`src/rtl/scoreboard_reg_file_pkg.sv`:
```
// Purpose: shared sizing defaults and types for the scoreboard register file.
// Latency: n/a (declarations only).
// Backpressure: n/a.
package scoreboard_reg_file_pkg;

  localparam int M_DEFAULT = 3;                // register address width
  localparam int W_DEFAULT = 16;               // register data width
  localparam int N_DEFAULT = 1 << M_DEFAULT;   // register count

  // One busy bit per register, sized for the default configuration.
  typedef logic [N_DEFAULT-1:0] busy_vec_t;

endpackage

```
`src/rtl/scoreboard_reg_file_wdec.sv`:
```
// Purpose: one-hot decode of the writeback address, gated by the write enable.
// Latency: combinational.
// Backpressure: none; output is all-zero whenever en is low.
//
// Ports:
//   addr   - register address to decode
//   en     - decode enable; forces onehot to zero when low
//   onehot - N-bit one-hot enable, bit[addr] set when en is high
module regfile_wdec #(
  parameter int M = 3
) (
  input  logic [M-1:0]      addr,
  input  logic              en,
  output logic [(1<<M)-1:0] onehot
);

  always_comb begin
    onehot = '0;
    if (en) begin
      onehot[addr] = 1'b1;
    end
  end

endmodule

```
`src/rtl/scoreboard_reg_file.sv`:
```
// Purpose: register file with per-register busy scoreboard and two registered read ports.
// Latency: read data 1 cycle (write-first bypass); busy_a/busy_b combinational from current state.
// Backpressure: none; every write, issue and read is accepted each cycle.
//
// Ports:
//   clk, rst             - clock and synchronous active-high reset
//   wr_en/wr_addr/wr_data - writeback: writes register and clears its busy bit
//   iss_en/iss_addr       - issue: sets busy bit of the destination register
//   rd_addr_a/rd_addr_b   - read addresses; rd_data_a/rd_data_b valid one cycle later
//   busy_a/busy_b         - busy bit of the current read addresses
//   busy_vec              - busy bit of every register
module scoreboard_reg_file
  import scoreboard_reg_file_pkg::*;
#(
  parameter int M = M_DEFAULT,
  parameter int W = W_DEFAULT
) (
  input  logic                clk,
  input  logic                rst,
  input  logic                wr_en,
  input  logic [M-1:0]        wr_addr,
  input  logic [W-1:0]        wr_data,
  input  logic                iss_en,
  input  logic [M-1:0]        iss_addr,
  input  logic [M-1:0]        rd_addr_a,
  input  logic [M-1:0]        rd_addr_b,
  output logic [W-1:0]        rd_data_a,
  output logic [W-1:0]        rd_data_b,
  output logic                busy_a,
  output logic                busy_b,
  output logic [(1<<M)-1:0]   busy_vec
);

  localparam int N = 1 << M;

  logic [N-1:0] wr_onehot;

  logic [W-1:0] regs_q [N];
  logic [W-1:0] regs_d [N];
  logic [N-1:0] busy_q;
  logic [N-1:0] busy_d;
  logic [W-1:0] rd_data_a_q;
  logic [W-1:0] rd_data_a_d;
  logic [W-1:0] rd_data_b_q;
  logic [W-1:0] rd_data_b_d;

  regfile_wdec #(.M(M)) u_wdec (
    .addr   (wr_addr),
    .en     (wr_en),
    .onehot (wr_onehot)
  );

  // Register array next state; entry 0 is hardwired to zero.
  always_comb begin
    for (int i = 0; i < N; i++) begin
      regs_d[i] = regs_q[i];
      if (wr_onehot[i]) begin
        regs_d[i] = wr_data;
      end
    end
    regs_d[0] = '0;
  end

  // Busy next state: writeback clears, issue sets afterwards so issue wins
  // when both target the same register.
  always_comb begin
    busy_d = busy_q & ~wr_onehot;
    if (iss_en) begin
      busy_d[iss_addr] = 1'b1;
    end
    busy_d[0] = 1'b0;
  end

  // Read ports with write-first bypass; address 0 always reads zero.
  always_comb begin
    rd_data_a_d = '0;
    if (rd_addr_a != '0) begin
      rd_data_a_d = wr_onehot[rd_addr_a] ? wr_data : regs_q[rd_addr_a];
    end
    rd_data_b_d = '0;
    if (rd_addr_b != '0) begin
      rd_data_b_d = wr_onehot[rd_addr_b] ? wr_data : regs_q[rd_addr_b];
    end
  end

  always_ff @(posedge clk) begin
    if (rst) begin
      for (int i = 0; i < N; i++) begin
        regs_q[i] <= '0;
      end
      busy_q      <= '0;
      rd_data_a_q <= '0;
      rd_data_b_q <= '0;
    end else begin
      for (int i = 0; i < N; i++) begin
        regs_q[i] <= regs_d[i];
      end
      busy_q      <= busy_d;
      rd_data_a_q <= rd_data_a_d;
      rd_data_b_q <= rd_data_b_d;
    end
  end

  assign rd_data_a = rd_data_a_q;
  assign rd_data_b = rd_data_b_q;
  assign busy_vec  = busy_q;
  assign busy_a    = busy_q[rd_addr_a];
  assign busy_b    = busy_q[rd_addr_b];

endmodule

```
`config.mk`:
```
export PLATFORM = sky130hd
export DESIGN_NAME = scoreboard_reg_file
export DESIGN_NICKNAME = d
export VERILOG_FILES = /design/src/rtl/scoreboard_reg_file_pkg.sv /design/src/rtl/scoreboard_reg_file_wdec.sv /design/src/rtl/scoreboard_reg_file.sv
export SDC_FILE = /design/constraint.sdc
export NUM_CORES = 1
export LEC_CHECK = 0
export BUFFER_PORTS_ARGS = -buffer_cell sky130_fd_sc_hd__buf_2
export CAP_MARGIN = 20
export CELL_PAD_IN_SITES_DETAIL_PLACEMENT = 1
export CELL_PAD_IN_SITES_GLOBAL_PLACEMENT = 1
export CORE_MARGIN = 10
export CORE_UTILIZATION = 38
export CTS_BUF_LIST = sky130_fd_sc_hd__clkbuf_2
export CTS_CLUSTER_SIZE = 20
export DETAILED_ROUTE_END_ITERATION = 8
export PLACE_DENSITY = 0.74
export SLEW_MARGIN = 20
export SYNTH_ARGS = -nofsm -noshare
export SYNTH_HDL_FRONTEND = slang
export SYNTH_SLANG_ARGS = --single-unit
```
`constraint.sdc`:
```
create_clock -name clk -period 2 [get_ports clk]
set_input_delay 0.2 -clock clk [delete_from_list [all_inputs] [get_ports clk]]
set_output_delay 0.2 -clock clk [all_outputs]
set_load 0.005 [all_outputs]
```
# == After elaboration in Yosys (flattened, before gate mapping) ==
# Memories as Yosys holds them, arrays and structs flattened.
# Index checks and enable logic that the tools add are counted.
# classes
add_sub_neg,0
mul,0
div,0
n_lt_le_gt_ge,6
n_eq_ne,7
shift,0
n_mux,34
n_bitwise,13
reduce_logical,13
# op_table
cell,n
two-way mux 16 bit,17
less-than comparator 3 x 4 -> 1 bit (second input constant),4
two-way mux 8 bit,2
AND reduction 2 bit,7
binary-select mux 1 bit (select 3 bit),4
two-way mux 1 bit,9
bitwise AND 8 bit,1
inverter 8 bit,1
OR 1 bit,8
OR 8 bit,1
!= test 1 bit (second input constant),7
demux 1 bit (select 3 bit),2
>= comparator 3 x 1 -> 1 bit (second input constant),2
nonzero test 3 bit,2
OR reduction 2 bit,2
logical AND 1 bit,2
inverter 1 bit,2
# totals
ff_bits,40
latchBits,0
ramBits,128
rom_bits,0
in_bits,32
out_inout_bits,42
wordCells,78
mem_count,1
# mem_list
name,words,word_bits,rd,rd_clocked_by_memory_dff,write_ports,line_no,text
regs_q,8,16,2,0,8,scoreboard_reg_file.sv:38,logic [W-1:0] regs_q [N];

# == Logic depth before layout (Yosys ltp) ==
# depth
ltp_word,9
mapped_depth,7
mapped_depth_nobuf,4

# == Modules after synthesis ==
# From an unflattened synthesis, not the netlist that was laid out.
# unflattened
cells_unflattened,606
hier_area_um2,7687.4
# modules_own_cells
mod,n_inst,cells_each,area_each_um2,seq_area_each_um2
scoreboard_reg_file,1,598,7591.0,4144.0
regfile_wdec,1,8,96.3,0.0

# == Least setup slack after synthesis ==
# No wires, ideal clock.
# synth_timing
path_kind,in2reg
startpoint,input rst
endpoint,memory regs_q[1][0] (netlist name) (enable)
setup_ns,0.375
arrival_time_ns,1.383
required_ns,1.625
setup_slack_ns,0.242
cell_stages,4
n_path_buf,3
cell_sequence,buf_2 clkbuf_1 clkbuf_1 nand2b_1
# synth_rtl
element,line_no,text
"start, declared",scoreboard_reg_file.sv:19,"input logic rst,"
"end, declared",scoreboard_reg_file.sv:38,

# == Final worst setup path ==
# layout_timing
startpoint,register busy_q[7] (netlist: busy_vec[7])
endpoint,output busy_a
# layout_between
elab_chain_len,2
# layout_lines
element,line_no,text
"start, declared",scoreboard_reg_file.sv:40,logic [N-1:0] busy_q;
"start signal, assigned",scoreboard_reg_file.sv:98,busy_q <= busy_d;
binary-select mux 1 bit (select 3 bit),scoreboard_reg_file.sv:107,assign busy_a = busy_q[rd_addr_a];
two-way mux 1 bit (not written as such),scoreboard_reg_file.sv:107,
"end, declared",scoreboard_reg_file.sv:29,"output logic busy_a,"
# No other way between the ends. The select of a mux whose other input is x is not followed.

==> impl_metrics.tcl <==
set metrics [dict create \
    cts_buffers 17 \
    holdCritPathClass "in -> reg" \
    outcome "finished with violations" \
    synth_flop_cell "edfxtp_1" \
    routed_wl_mm 23.5 \
    synth-seq-cells 151 \
    p_leak_uw 0.00349 \
    io_buffers 72 \
    cts-root-buf "clkbuf_2" \
    syn_inst 576 \
    worst_clock_skew_ns 0.0217 \
    worst_pin_slew_ns 0.954 \
    wl_per_cell_um 24.3 \
    syn_nets 608 \
    clkLatencyLatePin_ns 0.72 \
    crit_fanout 3 \
    grt_pass1_vias 6150 \
    setup_viol 2 \
    nNetsFinal 722 \
    first_iter_violations 419 \
    cp.required_ns 1.80 \
    htree_levels 4 \
    routabilityCongestion 0.850 \
    antenna_found_initial 1 \
    maxSlewViolCount 0 \
    synth_area_per_cell_um2 12.8 \
    area_delta_synth_final_pct 17.7 \
    grt_pass1_wl_mm 36.0 \
    hpwlAfterDp_mm 16.5 \
    cts_buffer_depth 2 \
    yosysTopAreaCellShare_pct 45.7 \
    ios 74 \
    critPathArrivalTime_ns 1.87 \
    setup.worst_path.start_class "flip-flop" \
    drt-vias-per-instance 5.64 \
    synthMostInstantiatedCell "edfxtp_1" \
    die_w_um 159 \
    first_pass_iters 5 \
    critical_path_class "reg -> out" \
    power_per_cell_area_nw_per_um2 777 \
    ys_seq_area_share_pct 56.3 \
    die_y_um 159 \
    synthTopCellsByCount "edfxtp_1, nor2_1, mux2i_1" \
    clk_pin_slew_worst_paths_ns 0.22 \
    placed_cell_area_um2 8110 \
    dp.cells 904 \
    endpoint_kind "output port" \
    vias 5435 \
    slew_headroom_pct 36.4 \
    synth_area_leaders "edfxtp_1, dfxtp_1, mux2i_1, a221oi_1, nor2_1" \
    max_freq_mhz 484 \
    final_cells 964 \
    tritoncts "built" \
    coreArea_um2 18900 \
    rsz0062_at_grt "yes" \
    final_hold_viol_count 0 \
    grt.overflow.total 0 \
    violations "setup timing" \
    antenna_left 0 \
    drive_gt1_share_pct 27.6 \
    cts_sinks 151 \
    grt.total_usage_pct 18.1 \
    stdcell_area_um2 8660 \
    ys_async_sr_fraction_pct 0 \
    period_share_pct 103 \
    grt_max_degree 27 \
    dieArea_um2 25300 \
    drc 0 \
    fin_ws_ns -0.0675 \
    yosysTopAreaCell "edfxtp_1" \
    vdd_ir_drop_max_uv 271 \
    fin_crit_ns 2.07 \
    fillers 2029 \
    synth-edff-count 112 \
    syn-cell-area_um2 7360 \
    start_util_pct 39.0 \
    synth.distinct_cells 43 \
    synth-warning-count 0 \
    rows 50 \
    fin_hold_ws_ns 0.131 \
    maxCapViolCount 0 \
]
## cell usage in the layout, fill, tap and decap left out, drive strengths merged, types with 2 or more instances in the layout
cell	n
xnor2	6
mux4	2
nor3b	2
nand2b	21
clkinvlp	3
dfxtp	39
o21ai	3
and2	2
nand4	2
inv	22
a31oi	2
a221oi	60
clkbuf	19
clkinv	5
dlygate4sd3	23
nand2	4
nor2b	9
mux2	31
a32o	2
nor2	87
edfxtp	112
a22oi	5
a22o	30
buf	121
bufinv	4
a21oi	2
a32oi	2
nand3	3
mux2i	67
nor3	5
## repair_timing
action / 4_1_cts / 5_1_grt
setup endpoints to repair: 2 / 2
gates resized for setup: 7 / 2
pin swaps: 2 / 0
hold endpoints to repair: 139 / 0
hold buffers: 23 / 0
setup buffers: 4 / 0
## cell families after synthesis
group                  synth area share (%)
AND/OR/NAND/NOR                        9.42
flip-flops                             56.3
multiplexers                           14.5
buffers and inverters                  5.24
other                                0.0510
XOR/XNOR                              0.714
AO/OA/AOI/OAI                          13.8
## metal layers
metal / vias up / GRT usage [%] / wire length (um)
met2: 187 / 31.8 / 12000
met3: 37 / 3.59 / 1280
li1: 2422 / - / -
met1: 2789 / 21.1 / 9530
met4: 0 / 7.75 / 622
met5: - / 0 / 0
## critical path, stage by stage (launching register included)
cell     delay (ns)
dfxtp_2        0.38
mux4_2         0.46
a21o_1         0.19
buf_2          0.13
## power breakdown
group / total, uW / internal, uW / switching [uW]
registers: 3740 / 3610 / 122
logic: 1060 / 452 / 606
clock network: 1930 / 825 / 1110
total: 6730 / 4890 / 1840
## sequential cells by signal, indices dropped and copies added (netlist names)
name / cells
busy_vec: 7
rd_data_a: 16
rd_data_b: 16
regs_q: 112
## metrics by stage
step / util (%) / power [uW] / TNS, ns / setup slack, ns
after floorplan: - / 4380 / 0 / 0.242
after global placement: 42.9 / 4760 / 0 / 0.118
after detailed placement: 42.9 / 4820 / 0 / 0.0337
after CTS: 45.8 / 6750 / -0.246 / -0.146
after global routing: 45.9 / 6980 / -0.284 / -0.156
final: 45.9 / 6730 / -0.0957 / -0.0675
## cell type report
cell class	instances	area (um2)	area share, %
tap	260	325	3.75
clock buffer	19	95.1	1.10
multi-input combinational	355	2840	32.7
clock inverter	13	179	2.06
timing repair buffer	144	996	11.5
antenna	1	2.50	0.0289
sequential	151	4150	47.9
inverter	21	78.8	0.910
## final timing paths
path	from	end	slack, ns	cells after the start
hold / removal	wr_en	rd_data_a[14]$_SDFF_PP0_	0.13	4
hold reg to reg	busy_vec[1]$_SDFF_PP0_	busy_vec[1]$_SDFF_PP0_	0.56	2
setup / recovery	busy_vec[7]$_SDFF_PP0_	busy_a	-0.07	3
setup reg to reg	regs_q[3][9]$_SDFFCE_PN0P_	rd_data_a[9]$_SDFF_PP0_	0.43	4
Note: power is estimated with default switching activity, not from simulation.
